**src/rtl/fetch_mt.sv**
```systemverilog
// fetch_mt: round-robin multi-thread fetch/store unit driving one W_ bus
// master port, one outstanding transaction, with an optional ack timeout.
module fetch_mt #(
    parameter int THREADS = 4,
    parameter int ADDR_W  = 32,
    parameter int DATA_W  = 32,
    parameter int TIMEOUT = 16,
    parameter int TID_W   = $clog2(THREADS)
) (
    input  logic                      clk,
    input  logic                      rst,
    input  logic [THREADS-1:0]        req_valid,
    input  logic [THREADS-1:0]        req_write,
    input  logic [THREADS*ADDR_W-1:0] req_addr,
    input  logic [THREADS*DATA_W-1:0] req_wdata,
    output logic [THREADS-1:0]        req_ready,
    output logic                      resp_valid,
    output logic [TID_W-1:0]          resp_thread,
    output logic [DATA_W-1:0]         resp_data,
    output logic                      resp_err,
    output logic                      W_STB,
    output logic                      W_WRITE,
    output logic [ADDR_W-1:0]         W_ADDR,
    output logic [DATA_W-1:0]         W_DATA_O,
    input  logic                      W_ACK,
    input  logic [DATA_W-1:0]         W_DATA_I
);

    localparam int CNT_W   = (TIMEOUT > 1) ? $clog2(TIMEOUT) : 1;
    localparam int TO_LAST = (TIMEOUT > 0) ? TIMEOUT - 1 : 0;

    typedef enum logic [1:0] {IDLE, BUS, RESP} state_t;

    state_t             state, state_n;
    logic [TID_W-1:0]   ptr, ptr_n;
    logic [TID_W-1:0]   owner, owner_n;
    logic [CNT_W-1:0]   cnt, cnt_n;
    logic [THREADS-1:0] ready_n;
    logic               rv_n, re_n;
    logic [TID_W-1:0]   rt_n;
    logic [DATA_W-1:0]  rd_n;
    logic               stb_n, wr_n;
    logic [ADDR_W-1:0]  addr_n;
    logic [DATA_W-1:0]  wdo_n;
    logic [TID_W-1:0]   win, cand;
    logic               found;

    // First pending thread after the last winner, wrapping around.
    always_comb begin
        win   = ptr;
        cand  = '0;
        found = 1'b0;
        for (int k = 1; k <= THREADS; k++) begin
            cand = TID_W'((int'(ptr) + k) % THREADS);
            if (!found && req_valid[cand]) begin
                win   = cand;
                found = 1'b1;
            end
        end
    end

    always_comb begin
        state_n = state;
        ptr_n   = ptr;
        owner_n = owner;
        cnt_n   = cnt;
        ready_n = '0;
        rv_n    = resp_valid;
        rt_n    = resp_thread;
        rd_n    = resp_data;
        re_n    = resp_err;
        stb_n   = W_STB;
        wr_n    = W_WRITE;
        addr_n  = W_ADDR;
        wdo_n   = W_DATA_O;
        unique case (state)
            IDLE: begin
                if (found) begin
                    stb_n        = 1'b1;
                    wr_n         = req_write[win];
                    addr_n       = req_addr[int'(win)*ADDR_W +: ADDR_W];
                    wdo_n        = req_wdata[int'(win)*DATA_W +: DATA_W];
                    ready_n[win] = 1'b1;
                    ptr_n        = win;
                    owner_n      = win;
                    cnt_n        = '0;
                    state_n      = BUS;
                end
            end
            BUS: begin
                if (W_ACK) begin
                    stb_n   = 1'b0;
                    rv_n    = 1'b1;
                    rt_n    = owner;
                    re_n    = 1'b0;
                    rd_n    = W_WRITE ? '0 : W_DATA_I;
                    state_n = RESP;
                end else if (TIMEOUT != 0 && cnt == CNT_W'(TO_LAST)) begin
                    stb_n   = 1'b0;
                    rv_n    = 1'b1;
                    rt_n    = owner;
                    re_n    = 1'b1;
                    rd_n    = '0;
                    state_n = RESP;
                end else begin
                    cnt_n = cnt + 1'b1;
                end
            end
            RESP: begin
                rv_n    = 1'b0;
                re_n    = 1'b0;
                state_n = IDLE;
            end
            default: state_n = IDLE;
        endcase
    end

    always_ff @(posedge clk or posedge rst) begin
        if (rst) begin
            state       <= IDLE;
            ptr         <= TID_W'(THREADS - 1);
            owner       <= '0;
            cnt         <= '0;
            req_ready   <= '0;
            resp_valid  <= 1'b0;
            resp_thread <= '0;
            resp_data   <= '0;
            resp_err    <= 1'b0;
            W_STB       <= 1'b0;
            W_WRITE     <= 1'b0;
            W_ADDR      <= '0;
            W_DATA_O    <= '0;
        end else begin
            state       <= state_n;
            ptr         <= ptr_n;
            owner       <= owner_n;
            cnt         <= cnt_n;
            req_ready   <= ready_n;
            resp_valid  <= rv_n;
            resp_thread <= rt_n;
            resp_data   <= rd_n;
            resp_err    <= re_n;
            W_STB       <= stb_n;
            W_WRITE     <= wr_n;
            W_ADDR      <= addr_n;
            W_DATA_O    <= wdo_n;
        end
    end

endmodule

```
**config.mk**
```make
export PLATFORM = sky130hd
export DESIGN_NAME = fetch_mt
export DESIGN_NICKNAME = d
export VERILOG_FILES = /design/src/rtl/fetch_mt.sv
export SDC_FILE = /design/constraint.sdc
export NUM_CORES = 1
export LEC_CHECK = 0
export BUFFER_PORTS_ARGS = -buffer_cell sky130_fd_sc_hd__buf_2
export CAP_MARGIN = 20
export CORE_AREA = 2 2 156 158
export DETAILED_ROUTE_END_ITERATION = 16
export DIE_AREA = 0 0 158 160
export MAX_ROUTING_LAYER = met4
export PLACE_DENSITY = 0.52
export SLEW_MARGIN = 40
export SYNTH_ARGS = -nofsm -noshare
export SYNTH_HDL_FRONTEND = slang
export SYNTH_SLANG_ARGS = --single-unit
```
**constraint.sdc**
```tcl
create_clock -name clk -period 8.6 [get_ports clk]
set_input_delay 1.72 -clock clk [delete_from_list [all_inputs] [get_ports clk]]
set_output_delay 1.72 -clock clk [all_outputs]
set_load 0.03 [all_outputs]
```
==> flow_metrics.env, run 1 <==
export IMPL_status="completed"
export IMPL_arrival_ns=3.99
export IMPL_synth_seq_area_share_pct=48.1
export IMPL_io_buffer_count=404
export IMPL_rsz0062_at_grt="false"
export IMPL_vias_per_cell=4.61
export IMPL_grt_usage_pct=17.5
export IMPL_yosys_warnings=0
export IMPL_startpoint="req_valid[3]"
export IMPL_critPathMaxFanout=52
export IMPL_synth_edff_count=0
export IMPL_core_area_sq_mm=0.0238
export IMPL_syn_avg_cell_area_sq_um=11.6
export IMPL_clk_path_buf_depth=2
export IMPL_cts_buffers=17
export IMPL_yosysTopAreaCell="dfrtp_1"
export IMPL_netSwitchingPower_mw=1.60
export IMPL_die_x_microns=158
export IMPL_hpwl_microns=15700
export IMPL_dieHeight_microns=160
export IMPL_synth_top_cell_area_share_pct=47.2
export IMPL_timing_fmax_mhz=269
export IMPL_std_cell_rows=57
export IMPL_cap_violations=0
export IMPL_synth_area_top_cells="dfrtp_1, mux2i_1, o221ai_1, nand2_1, a22o_1"
export IMPL_peakVddDrop_mv=0.164
export IMPL_r2r_end="W_ADDR[17]"
export IMPL_antenna_found_initial=2
export IMPL_num_vias=5756
export IMPL_start_kind="input pin"
export IMPL_finalSetupViolCount=0
export IMPL_htree_levels=4
export IMPL_ant_nets=0
export IMPL_worst_setup_path_end_kind="flop"
export IMPL_required_ns=8.87
export IMPL_netlist_instances=522
export IMPL_maxSlewHeadroom_pct=55.0
export IMPL_fin_crit_sh_pct=43.2
export IMPL_cts_root_buf="clkbuf_16"
export IMPL_drc=0
export IMPL_fin_setup_tns_ns=0
export IMPL_syn2layout_area_growth_pct=45.9
export IMPL_yosys_register_bits=116
export IMPL_clock_skew_ns=0.0155
export IMPL_grt_pass1_wl_microns=32700
export IMPL_seqPwrFrac_pct=27.2
export IMPL_design_die_area_sq_mm=0.0253
export IMPL_p_leak_nw=4.81
export IMPL_final_cell_mix="buf_2, mux2i_1, dfrtp_1"
export IMPL_place_congestion=0.819
export IMPL_hold_path_class="reg -> reg"
export IMPL_clock_sinks=116
export IMPL_ys_types=39
export IMPL_power_internal_mw=1.84
export IMPL_critPathCapture="W_ADDR[17]"
export IMPL_swShare_pct=46.5
export IMPL_path_clk_slew_ns=0.06
export IMPL_p_comb_share_pct=52.3
export IMPL_post_route_min_period_ns=3.72
export IMPL_post_cts_setup_buffers=0
export IMPL_grt_max_degree=68
export IMPL_cts_tree="done"
export IMPL_drtPass1Iterations=5
export IMPL_finalNetCount=1209
export IMPL_finish_utilization_pct=37.0
export IMPL_drive_gt1_share_pct=49.5
export IMPL_hold_viol_final=0
export IMPL_clock_latency_ns=0.42
export IMPL_grt_pass1_vias=5925
export IMPL_r2r_cells=7
export IMPL_layout_commonest_cell="buf_2"
export IMPL_powerDensity_mw_per_mm2=390
export IMPL_rrSetupSlack_ns=5.65
export IMPL_hold_buffers=0
export IMPL_grt_remaining_overflow=0
export IMPL_wire_per_inst_microns=17.4
export IMPL_whs_path_depth=2
export IMPL_maxSlewViolCount=0
export IMPL_syn_cell_area_sq_mm=0.00604
export IMPL_worst_pin_slew_ns=0.676
export IMPL_drtIter0Drc=298
export IMPL_synthesis_nets=822
export IMPL_synthFlopType="dfrtp_1"
export IMPL_clkPwrFrac_pct=20.4
export IMPL_cts_repair_resized=0
export IMPL_initial_core_util_pct=25.4
export IMPL_reg2reg_from="ptr[1]"
export IMPL_pin_count=405
export IMPL_crit_type="in -> reg"
export IMPL_wl_microns=21700
export IMPL_async_flop_share_pct=100
-- critical path: stages --
cell and delay [ns]:
buf_2 0.12, mux2i_1 0.14, nor2_1 0.11, nor3_4 0.45, buf_4 0.42, buf_6 0.52
mux2i_1 0.28, o221ai_1 0.14
-- cells in the mapped netlist, types with 4 or more instances --
library cell,count
a22o_1,32
buf_12,8
buf_2,4
clkbuf_1,23
clkbuf_4,6
dfrtp_1,114
mux2i_1,131
nand2_1,81
nand2b_1,5
nor2_1,12
o221ai_1,64
-- how the worst min path moves through the flow --
stage | start | slack, ns | end
floorplan | owner[1] | 0.44 | resp_thread[1]
global placement | owner[1] | 0.45 | resp_thread[1]
detailed placement | owner[1] | 0.46 | resp_thread[1]
CTS | owner[0] | 0.47 | resp_thread[0]
global route | owner[1] | 0.50 | owner[1]
finish | resp_thread[0] | 0.47 | resp_thread[0]
-- state kept, by name, indices dropped and copies added, names as in the netlist --
signal	cells
owner	2
W_ADDR	32
resp_valid	1
state	2
W_WRITE	1
W_DATA_O	32
resp_data	32
req_ready	4
cnt	4
resp_err	1
W_STB	1
ptr	2
resp_thread	2
-- routing by layer --
metal / global-route usage, % / routed length, microns / vias up
met3: 3.39 / 1210 / 24
met4: 7.04 / 550 / 0
met2: 30.2 / 11100 / 236
met1: 19.8 / 8860 / 2739
met5: - / 0 / -
li1: - / - / 2757
-- metrics by stage --
| stage | std cells | hold WS [ns] | area, sq um | power (mW) | setup slack, ns |
|---|---|---|---|---|---|
| final | 1248 | 0.469 | 8820 | 3.44 | 4.88 |
| after global routing | 1248 | 0.499 | 8820 | 3.67 | 4.70 |
| after CTS | 1246 | 0.473 | 8810 | 3.50 | 4.66 |
| after detailed placement | 1214 | 0.458 | 8230 | 2.77 | 4.22 |
| after global placement | 1213 | 0.453 | 8210 | 2.76 | 4.29 |
| after floorplan | 522 | 0.437 | 6040 | 2.30 | 3.81 |
-- layout make-up --
| cell class | instances | area, sq um |
|---|---|---|
| Antenna cell | 2 | 5.00 |
| Clock inverter | 14 | 143 |
| Timing Repair Buffer | 413 | 2110 |
| Multi-Input combinational cell | 357 | 2810 |
| Inverter | 4 | 17.5 |
| Sequential cell | 116 | 2910 |
| Fill cell | 2485 | 15000 |
| Tap cell | 324 | 405 |
| Clock buffer | 18 | 429 |
-- power groups by stage --
stage	clock, mW	combinational [mW]	sequential, mW
after floorplan	0	0.928	1.37
after global placement	0	1.82	0.940
after detailed placement	0	1.83	0.939
after CTS	0.726	1.83	0.938
after global routing	0.754	1.95	0.970
final	0.704	1.80	0.937
-- cells by family after synthesis --
| family | Yosys count | synth area share (%) |
|---|---|---|
| xor+xnor | 2 | 0.290 |
| compound gates | 112 | 16.0 |
| simple gates | 111 | 7.68 |
| mux | 131 | 21.7 |
| buf+inv | 49 | 6.09 |
| flops | 116 | 48.1 |
| fa+ha+maj | 1 | 0.207 |
(Power assumes the default switching activity.)
==> run 2: changes to the inputs <==
--- a/config.mk
+++ b/config.mk
@@ -11,7 +11,7 @@
 export DETAILED_ROUTE_END_ITERATION = 16
 export DIE_AREA = 0 0 158 160
 export MAX_ROUTING_LAYER = met4
-export PLACE_DENSITY = 0.52
+export PLACE_DENSITY = 0.54
 export SLEW_MARGIN = 40
 export SYNTH_ARGS = -nofsm -noshare
 export SYNTH_HDL_FRONTEND = slang
==> constraint.sdc (replaced) <==
create_clock -name clk -period 3.1 [get_ports clk]
set_input_delay 0.62 -clock clk [delete_from_list [all_inputs] [get_ports clk]]
set_output_delay 0.62 -clock clk [all_outputs]
set_load 0.03 [all_outputs]
==> flow_metrics.env, run 2 (synthesized netlist as in run 1, its figures left out) <==
export IMPL_status="completed"
export IMPL_std_cell_rows=57
export IMPL_post_route_min_period_ns=2.41
export IMPL_hold_viol_final=0
export IMPL_crit_chain="mux2i_1 > nor2_1 > nor3_4 > buf_12 > mux2i_1 > o221ai_1"
export IMPL_maxSlewViolCount=0
export IMPL_grt_max_degree=117
export IMPL_critPathMaxFanout=71
export IMPL_grt_remaining_overflow=0
export IMPL_fin_setup_tns_ns=0
export IMPL_finalNetCount=1211
export IMPL_seqPwrFrac_pct=26.8
export IMPL_core_area_sq_mm=0.0238
export IMPL_maxSlewHeadroom_pct=54.8
export IMPL_post_cts_setup_buffers=0
export IMPL_initial_core_util_pct=25.4
export IMPL_cts_repair_resized=0
export IMPL_crit_path_frequent_cell="mux2i_1"
export IMPL_power_internal_mw=5.30
export IMPL_drtPass1Iterations=4
export IMPL_grt_pass1_wl_microns=30800
export IMPL_layout_commonest_cell="buf_2"
export IMPL_drive_gt1_share_pct=49.6
export IMPL_fillers=2481
export IMPL_clkPwrFrac_pct=21.7
export IMPL_hold_buffers=0
export IMPL_dieHeight_microns=160
export IMPL_p_leak_nw=4.83
export IMPL_io_buffer_count=404
export IMPL_place_congestion=0.790
export IMPL_cts_tree="done"
export IMPL_netSwitchingPower_mw=4.37
export IMPL_vias_per_cell=4.56
export IMPL_hpwl_microns=14800
export IMPL_cts_buffers=17
export IMPL_syn2layout_area_growth_pct=47.0
export IMPL_power_mw=9.67
export IMPL_worst_pin_slew_ns=0.678
export IMPL_p_comb_share_pct=51.5
export IMPL_htree_levels=4
export IMPL_start_kind="flop"
export IMPL_powerDensity_mw_per_mm2=1090
export IMPL_clock_latency_ns=0.42
export IMPL_clock_sinks=116
export IMPL_cts_root_buf="clkbuf_16"
export IMPL_fin_hold_ws_ns=0.353
export IMPL_hold_path_class="in -> async"
export IMPL_largestRegisters="W_ADDR x32, W_DATA_O x32, resp_data x32"
export IMPL_cap_violations=0
export IMPL_final_cell_mix="buf_2, mux2i_1, dfrtp_1"
export IMPL_wire_per_inst_microns=16.3
export IMPL_arrival_ns=2.68
export IMPL_clk_path_buf_depth=2
export IMPL_fin_crit_sh_pct=77.7
export IMPL_wl_microns=20300
export IMPL_stdcell_count=1248
export IMPL_placedCellCount=1216
export IMPL_worst_setup_path_end_kind="flop"
export IMPL_rrSetupSlack_ns=0.69
export IMPL_drtIter0Drc=255
export IMPL_finish_utilization_pct=37.3
export IMPL_rsz0062_at_grt="false"
export IMPL_timing_fmax_mhz=415
export IMPL_grt_pass1_vias=5700
export IMPL_die_x_microns=158
export IMPL_drc=0
export IMPL_cp_slowest_stage_delay_ns=0.59
export IMPL_swShare_pct=45.2
export IMPL_path_clk_slew_ns=0.07
export IMPL_n_antenna_cell=0
export IMPL_crit_type="reg -> reg"
export IMPL_grt_usage_pct=16.4
export IMPL_num_vias=5686
export IMPL_ant_nets=0
export IMPL_finalSetupViolCount=0
export IMPL_antenna_found_initial=0
export IMPL_pin_count=405
export IMPL_clock_skew_ns=0.0148
export IMPL_required_ns=3.37
export IMPL_slowest_stage="dfstp_2"
export IMPL_design_die_area_sq_mm=0.0253
export IMPL_peakVddDrop_mv=0.659
run 2: cell types whose count changed in the layout (fill, tap and decap cells not counted), moves of 2 or more:
cell / before / now
bufinv_16: 1 / 3
buf_6: 3 / 0
clkinv_4: 2 / 4
buf_4: 5 / 8
buf_12: 0 / 3
diode_2: 2 / 0
run 2: critical path: cells and delay by family (launching register included):
family          cells  cell delay, ns
mux                 2            0.62
simple gates        2            0.39
buf+inv             1            0.38
flops               1            0.59
compound gates      1            0.18
run 2: per-layer routing:
| layer | wire length, microns | GRT usage (%) |
|---|---|---|
| met1 | 8280 | 18.8 |
| met2 | 10500 | 28.5 |
| met3 | 1300 | 3.85 |
| met4 | 279 | 4.34 |
| met5 | 0 | - |
run 2: per-stage QoR:
step	setup WS [ns]	cell area, sq um
after detailed placement	0.577	8260
final	0.692	8880
after global routing	0.610	8880
after floorplan	1.07	6050
after CTS	0.672	8880
after global placement	0.622	8260
run 2: worst paths after layout:
| check | start | cells after the start | end |
|---|---|---|---|
| worst max register to register | ptr[1] | 6 | W_DATA_O[6] |
| worst min-delay path | rst | 3 | resp_data[18] |
| worst max-delay path | ptr[1] | 6 | W_DATA_O[6] |
| worst min register to register | owner[1] | 2 | resp_thread[1] |
| max in group asynchronous | rst | 3 | W_ADDR[31] |
| min in group clk | W_DATA_I[21] | 2 | resp_data[21] |
run 2: power by group through the flow:
stage	Clock [mW]	Sequential [mW]	Combinational, mW
2_1_floorplan	0	3.80	2.58
3_5_place_dp	0	2.60	5.08
6_report	2.10	2.59	4.97
3_3_place_gp	0	2.60	5.03
5_1_grt	2.25	2.69	5.35
4_1_cts	2.17	2.60	5.07
run 2: area by class of cell:
| cell class | count | area [sq um] | share of cell area (%) |
|---|---|---|---|
| Clock buffer | 18 | 429 | 4.83 |
| Clock inverter | 14 | 191 | 2.16 |
| Inverter | 4 | 18.8 | 0.211 |
| Multi-Input combinational cell | 357 | 2790 | 31.4 |
| Sequential cell | 116 | 2910 | 32.7 |
| Tap cell | 324 | 405 | 4.56 |
| Timing Repair Buffer | 415 | 2140 | 24.1 |
